## src/rtl/eb_subtractor_pipe.sv

```systemverilog
// Two-stage pipelined 8-bit subtractor: stage 1 resolves the low nibble and its borrow,
// stage 2 resolves the high nibble plus borrow-out, signed overflow and zero flags.
module eb_subtractor_pipe (
    input  logic       clk,
    input  logic       rst,
    input  logic       in_valid,
    output logic       in_ready,
    input  logic [7:0] a,
    input  logic [7:0] b,
    input  logic       bin,
    output logic       out_valid,
    input  logic       out_ready,
    output logic [7:0] d,
    output logic       bout,
    output logic       ovf,
    output logic       zero
);

    // 4-bit borrow-lookahead slice; returns {borrow_out, difference}.
    function automatic logic [4:0] nibble_sub(input logic [3:0] x, input logic [3:0] y,
                                              input logic bi);
        logic [3:0] g;
        logic [3:0] p;
        logic [4:0] br;
        g     = ~x & y;
        p     = ~(x ^ y);
        br[0] = bi;
        br[1] = g[0] | (p[0] & bi);
        br[2] = g[1] | (p[1] & g[0]) | (p[1] & p[0] & bi);
        br[3] = g[2] | (p[2] & g[1]) | (p[2] & p[1] & g[0]) | (p[2] & p[1] & p[0] & bi);
        br[4] = g[3] | (p[3] & g[2]) | (p[3] & p[2] & g[1]) | (p[3] & p[2] & p[1] & g[0])
              | (p[3] & p[2] & p[1] & p[0] & bi);
        return {br[4], x ^ y ^ br[3:0]};
    endfunction

    logic       s1_v;
    logic [3:0] s1_dlo;
    logic       s1_b4;
    logic [3:0] s1_ahi;
    logic [3:0] s1_bhi;
    logic       s2_v;

    logic       s1_adv;
    logic       s2_adv;
    logic       accept;
    logic [4:0] lo_res;
    logic [4:0] hi_res;
    logic [7:0] d_next;
    logic       ovf_next;

    assign s2_adv    = !s2_v | out_ready;
    assign s1_adv    = !s1_v | s2_adv;
    assign in_ready  = s1_adv;
    assign accept    = in_valid & s1_adv;
    assign out_valid = s2_v;

    assign lo_res   = nibble_sub(a[3:0], b[3:0], bin);
    assign hi_res   = nibble_sub(s1_ahi, s1_bhi, s1_b4);
    assign d_next   = {hi_res[3:0], s1_dlo};
    assign ovf_next = (s1_ahi[3] != s1_bhi[3]) && (d_next[7] != s1_ahi[3]);

    always_ff @(posedge clk or posedge rst) begin
        if (rst) begin
            s1_v   <= 1'b0;
            s1_dlo <= 4'h0;
            s1_b4  <= 1'b0;
            s1_ahi <= 4'h0;
            s1_bhi <= 4'h0;
        end else if (accept) begin
            s1_v   <= 1'b1;
            s1_dlo <= lo_res[3:0];
            s1_b4  <= lo_res[4];
            s1_ahi <= a[7:4];
            s1_bhi <= b[7:4];
        end else if (s1_adv) begin
            s1_v <= 1'b0;
        end
    end

    // Data only reloads when a real beat moves in, so idle outputs keep their last value.
    always_ff @(posedge clk or posedge rst) begin
        if (rst) begin
            s2_v <= 1'b0;
            d    <= 8'h00;
            bout <= 1'b0;
            ovf  <= 1'b0;
            zero <= 1'b0;
        end else if (s2_adv) begin
            s2_v <= s1_v;
            if (s1_v) begin
                d    <= d_next;
                bout <= hi_res[4];
                ovf  <= ovf_next;
                zero <= (d_next == 8'h00);
            end
        end
    end

endmodule

```

## config.mk

```make
export PLATFORM = sky130hd
export DESIGN_NAME = eb_subtractor_pipe
export DESIGN_NICKNAME = d
export VERILOG_FILES = /design/src/rtl/eb_subtractor_pipe.sv
export SDC_FILE = /design/constraint.sdc
export NUM_CORES = 1
export LEC_CHECK = 0
export BUFFER_PORTS_ARGS = -buffer_cell sky130_fd_sc_hd__buf_2
export CELL_PAD_IN_SITES_DETAIL_PLACEMENT = 0
export CELL_PAD_IN_SITES_GLOBAL_PLACEMENT = 1
export CORE_UTILIZATION = 43
export CTS_BUF_LIST = sky130_fd_sc_hd__clkbuf_8
export CTS_CLUSTER_DIAMETER = 200
export CTS_CLUSTER_SIZE = 28
export DETAILED_ROUTE_END_ITERATION = 8
export HOLD_SLACK_MARGIN = 0.06
export PLACE_DENSITY_LB_ADDON = 0.1
export SETUP_SLACK_MARGIN = 0.02
export SKIP_CTS_REPAIR_TIMING = 1
export SYNTH_ARGS = -nofsm -noshare
export SYNTH_HDL_FRONTEND = slang
export SYNTH_SLANG_ARGS = --single-unit
```

## constraint.sdc

```tcl
create_clock -name clk -period 2.2 [get_ports clk]
set_clock_uncertainty 0.15 [all_clocks]
set_input_delay 0.44 -clock clk [delete_from_list [all_inputs] [get_ports clk]]
set_output_delay 0.44 -clock clk [all_outputs]
set_load 0.01 [all_outputs]
```

# == Yosys cells after proc, flatten, opt, wreduce, memory -nomap -nowiden ==
# Index checks and enable logic that the tools add are counted.
# word_totals
register_bits,26
latchBits,0
mem_bits_rw,0
romBits,0
input_bits,21
out_inout_bits,13
wordCells,85
memories,0
# op_classes
add_sub_neg,0
mul,0
div_mod_pow,0
magnitude_cmp,0
n_eq_ne,2
shifts,0
n_mux,2
bitwise,65
n_reduce_logical,6
# ops
operator,n
bitwise AND 1 bit,33
OR 1 bit,22
inverter 4 bit,4
XOR 4 bit,4
bitwise AND 4 bit,2
zero test 8 bit,1
zero test 1 bit,2
2-to-1 mux 1 bit,2
inequality test 1 bit,2
AND reduction 2 bit,1
nonzero test 2 bit,1
logical AND 1 bit,1

# == Depth between registers and ports, before layout ==
# depth
word_depth,9
depth_mapped,6
mapped_depth_nobuf,6

# == Worst setup path after synthesis ==
# Ideal clock, no wire load.
# synth_path
path_kind,register to register
start,register s1_ahi[0]
end,register zero
setup_ns,0.104
arrival_ns,1.461
t_required_ns,1.946
slack_ns,0.485
path_stages_with_launch,7
n_path_buf,0
period_less_slack_ns,1.715
path_cell_list,dfrtp_1 inv_1 ha_1 a21o_1 a21oi_1 xor2_1 o41ai_2
# synth_between
elab_chain_cells,7
elab_cells_between_ends,18
classes_between,bitwise: 17; reduce/logical: 1
# synth_lines
item,line_no,source
start: declaration,39,logic [3:0] s1_ahi;
start signal: assignment,73,s1_ahi <= a[7:4];
inverter 4 bit or XOR 4 bit (tied branches),"25, 26, 33",
bitwise AND 4 bit or inverter 4 bit (tied branches),"25, 26",
"bitwise AND 1 bit, on equally long branches","29, 30",
"OR 1 bit, or another cell as far along",29,br[2] = g[1] | (p[1] & g[0]) | (p[1] & p[0] & bi);
"OR 1 bit, on equally long branches","29, 30",
XOR 4 bit *,33,"return {br[4], x ^ y ^ br[3:0]};"
zero test 8 bit *,94,zero <= (d_next == 8'h00);
end signal: assignment,94,
end: declaration,16,output logic zero
# Mark *: on every way between the ends. The rest lies on a longest branch, timed or not.
# A chain may end at the register's enable or synchronous reset.

# == Worst setup path in the final report ==
# layout_path
start,register s1_ahi[0]
end,register d[7]
# layout_between
elab_chain_cells,6
elab_cells_between_ends,10
classes_between,bitwise: 10
# layout_lines
item,line_no,source
inverter 4 bit or XOR 4 bit (tied branches),"25, 26",
bitwise AND 4 bit or inverter 4 bit (tied branches),"25, 26",
bitwise AND 1 bit,30,br[3] = g[2] | (p[2] & g[1]) | (p[2] & p[1] & g[0]) | (p[2] & p[1] & p[0] & bi);
OR 1 bit or bitwise AND 1 bit (tied branches),30,
OR 1 bit *,30,
XOR 4 bit *,33,
end signal: assignment,91,d <= d_next;
end: declaration,13,"output logic [7:0] d,"
# Marked as above.

==> impl_metrics.ini <==
[placement]
port_buffers = 33
dp_cells = 192
placedInstanceArea_um2 = 1590
gp_congestion = 0.702
dp_hpwl_mm = 1.76

[floorplan]
dieArea_um2 = 3430
std_cell_rows = 20
dieHeight_um = 58.6
chipWidth_um = 58.6
core_um2 = 3050
start_util_pct = 45.1
pin_count = 34

[routing]
routedWlPerCell_um = 11.2
drc = 0
vias = 923
vias_per_cell = 4.73
drt_iter0_drc = 12
firstDrtPassIters = 6
wirelength_mm = 2.19
final_antenna_net_count = 0

[logic_synthesis]
netlist_instances = 116
ys_warn_count = 0
synth_nets = 148
ys_ff_latch = 26
synthMostInstantiatedCell = dfrtp_1
netlist_top_cells_area = dfrtp_1 (47%), mux2_2 (9.0%), ha_1 (8.2%)
ys_types = 31
synthTopCellsByCount = dfrtp_1 (26), inv_1 (13), mux2_2 (11)
synth_top_area_cell = dfrtp_1
ys.flop_type = dfrtp_1
syn_area_um2 = 1380
synth-seq-area-share_pct = 47.3
synth_enable_flop_cells = 0
async_flop_share_pct = 100
synth_top_area_share_pct = 47.3
syn_area_per_cell_um2 = 11.9

[timing]
final.min_clock_period_ns = 1.87
setup-tns-final_ns = 0
final-setup-viol-count = 0
period_share_pct = 84.8
whs_ns = 0.0655
worstMarginPinSlew_ns = 0.324
hold_viol = 0
rsz0062_at_grt = false
max_freq_mhz = 536
slew_headroom_pct = 78.4
drv_slew = 0

[finish]
fin_nets = 185
fin_cells = 195
drive_gt1_share_pct = 36.4
final_core_util_pct = 53.3
antenna_cells = 0
syn_to_final_growth_pct = 18.2
design_area_um2 = 1630

[setup_path]
startpoint_type = flop
cp_num_buf_inv = 1
reg2regPathDepth = 6
rr_startpoint = s1_ahi[0]$_DFFE_PP0P_
cpMaxStageDelayCell = dfrtp_1
critical_path.max_fanout = 3
crit_chain = inv_1 -> ha_1 -> a211oi_2 -> nor2_1 -> o311ai_2 -> mux2_1
crit_path_end_kind = flop
path_class = flop to flop
crit_family = compound AO/OA/AOI/OAI gates
r2r_end = d[7]$_DFFE_PP0P_
regToRegSetupSlack_ns = 0.33
max_stage_delay_ns = 0.39
cp.arrival_ns = 1.92
cp.required_ns = 2.26

[power_and_ir_drop]
power_density_nw_per_um2 = 868
vdd_drop_max_mv = 0.360
leakagePower_nw = 0.812

[clock_tree]
numCtsBuffers = 3
cts-root-buf = clkbuf_8
clk_latency_ns = 0.26
clk_path_buf_depth = 2
clkTransAtPathRegs_ns = 0.08
cts_tree = yes
htree_levels = 1
cts_sinks = 26

[global_routing]
grt_max_degree = 27
overflow = 0
grt_pass1_vias = 936
grt_pass1_wl_mm = 4.02
antenna_found_initial = 0
track_usage_pct = 15.8

[min_path]
worstHoldPathType = input pin to asynchronous set/reset pin

[job]
cap_viol_max_count = 0

[status]
status = finished, final reports clean
-- sequential cells by signal (all words and copies together) (netlist names) --
register   count
s1_dlo         4
s1_ahi         4
s1_v           1
s1_b4          1
zero           1
bout           1
s1_bhi         4
d              8
out_valid      1
ovf            1
-- metrics by stage --
stage,total power [W],worst slack (ns)
floorplan,0.00101,0.485
global placement,0.00115,0.378
detailed placement,0.00118,0.332
CTS,0.00144,0.306
global route,0.00152,0.179
finish,0.00141,0.334
-- area by class of cell --
| type | instances | area [µm²] |
|---|---|---|
| timing repair buffer | 34 | 173 |
| fill | 288 | 1430 |
| tap | 44 | 55.1 |
| sequential | 26 | 651 |
| clock buffer | 3 | 41.3 |
| inverter | 13 | 48.8 |
| multi-input combinational | 75 | 658 |
-- placed cells by master (no fill, tap or decap), types with 2 or more instances in the layout --
cell type,count
nor2_1,3
nand2_1,7
fa_1,2
o21ai_1,2
ha_1,9
a21o_1,3
o21ai_0,4
o21bai_1,2
a21oi_1,5
nand2b_1,2
xnor2_1,4
a211oi_1,2
inv_1,13
dfrtp_1,26
mux2_2,11
mux2_1,5
buf_2,33
xor2_1,2
clkbuf_8,3
-- cells by family after synthesis --
group	synth area share (%)
multiplexers	13.1
flip-flops	47.3
AO/OA/AOI/OAI	12.1
adder cells (fa/ha/maj)	11.1
XOR/XNOR	3.82
AND/OR/NAND/NOR	7.73
buffers and inverters	4.91
-- how the worst max path moves through the flow --
stage                                startpoint                 to  slack (ns)  cells after the start
after floorplan           s1_ahi[0]$_DFFE_PP0P_   zero$_DFFE_PP0P_        0.48                      6
after global placement                     a[0]  s1_b4$_DFFE_PP0P_        0.38                      7
after detailed placement  s1_ahi[0]$_DFFE_PP0P_   zero$_DFFE_PP0P_        0.33                      6
after global routing      s1_ahi[0]$_DFFE_PP0P_   d[7]$_DFFE_PP0P_        0.18                      6
after CTS                 s1_ahi[0]$_DFFE_PP0P_   d[7]$_DFFE_PP0P_        0.31                      6
final                     s1_ahi[0]$_DFFE_PP0P_   d[7]$_DFFE_PP0P_        0.33                      6
-- metal layers --
layer | GRT usage (%) | part of all wire [%] | vias to the layer above
met5 | 0 | 0 | -
met4 | 6.12 | 1.0 | 0
met3 | 3.52 | 4.6 | 2
met2 | 26.9 | 46 | 24
met1 | 19.6 | 48 | 422
li1 | - | - | 475
-- tightest hold or removal path, stage by stage --
cell and delay (ns):
buf_2 0.09, inv_1 0.04, buf_4 0.30
-- report_power, final --
part | internal, W | total (W) | switching, W | leakage (nW)
Combinational | 0.000242 | 0.000492 | 0.000250 | 0.482
Sequential | 0.000596 | 0.000663 | 0.0000663 | 0.309
Clock | 0.000122 | 0.000258 | 0.000136 | 0.0216
Total | 0.000961 | 0.00141 | 0.000451 | 0.812
No activity file was read; power rests on OpenSTA's default activity.
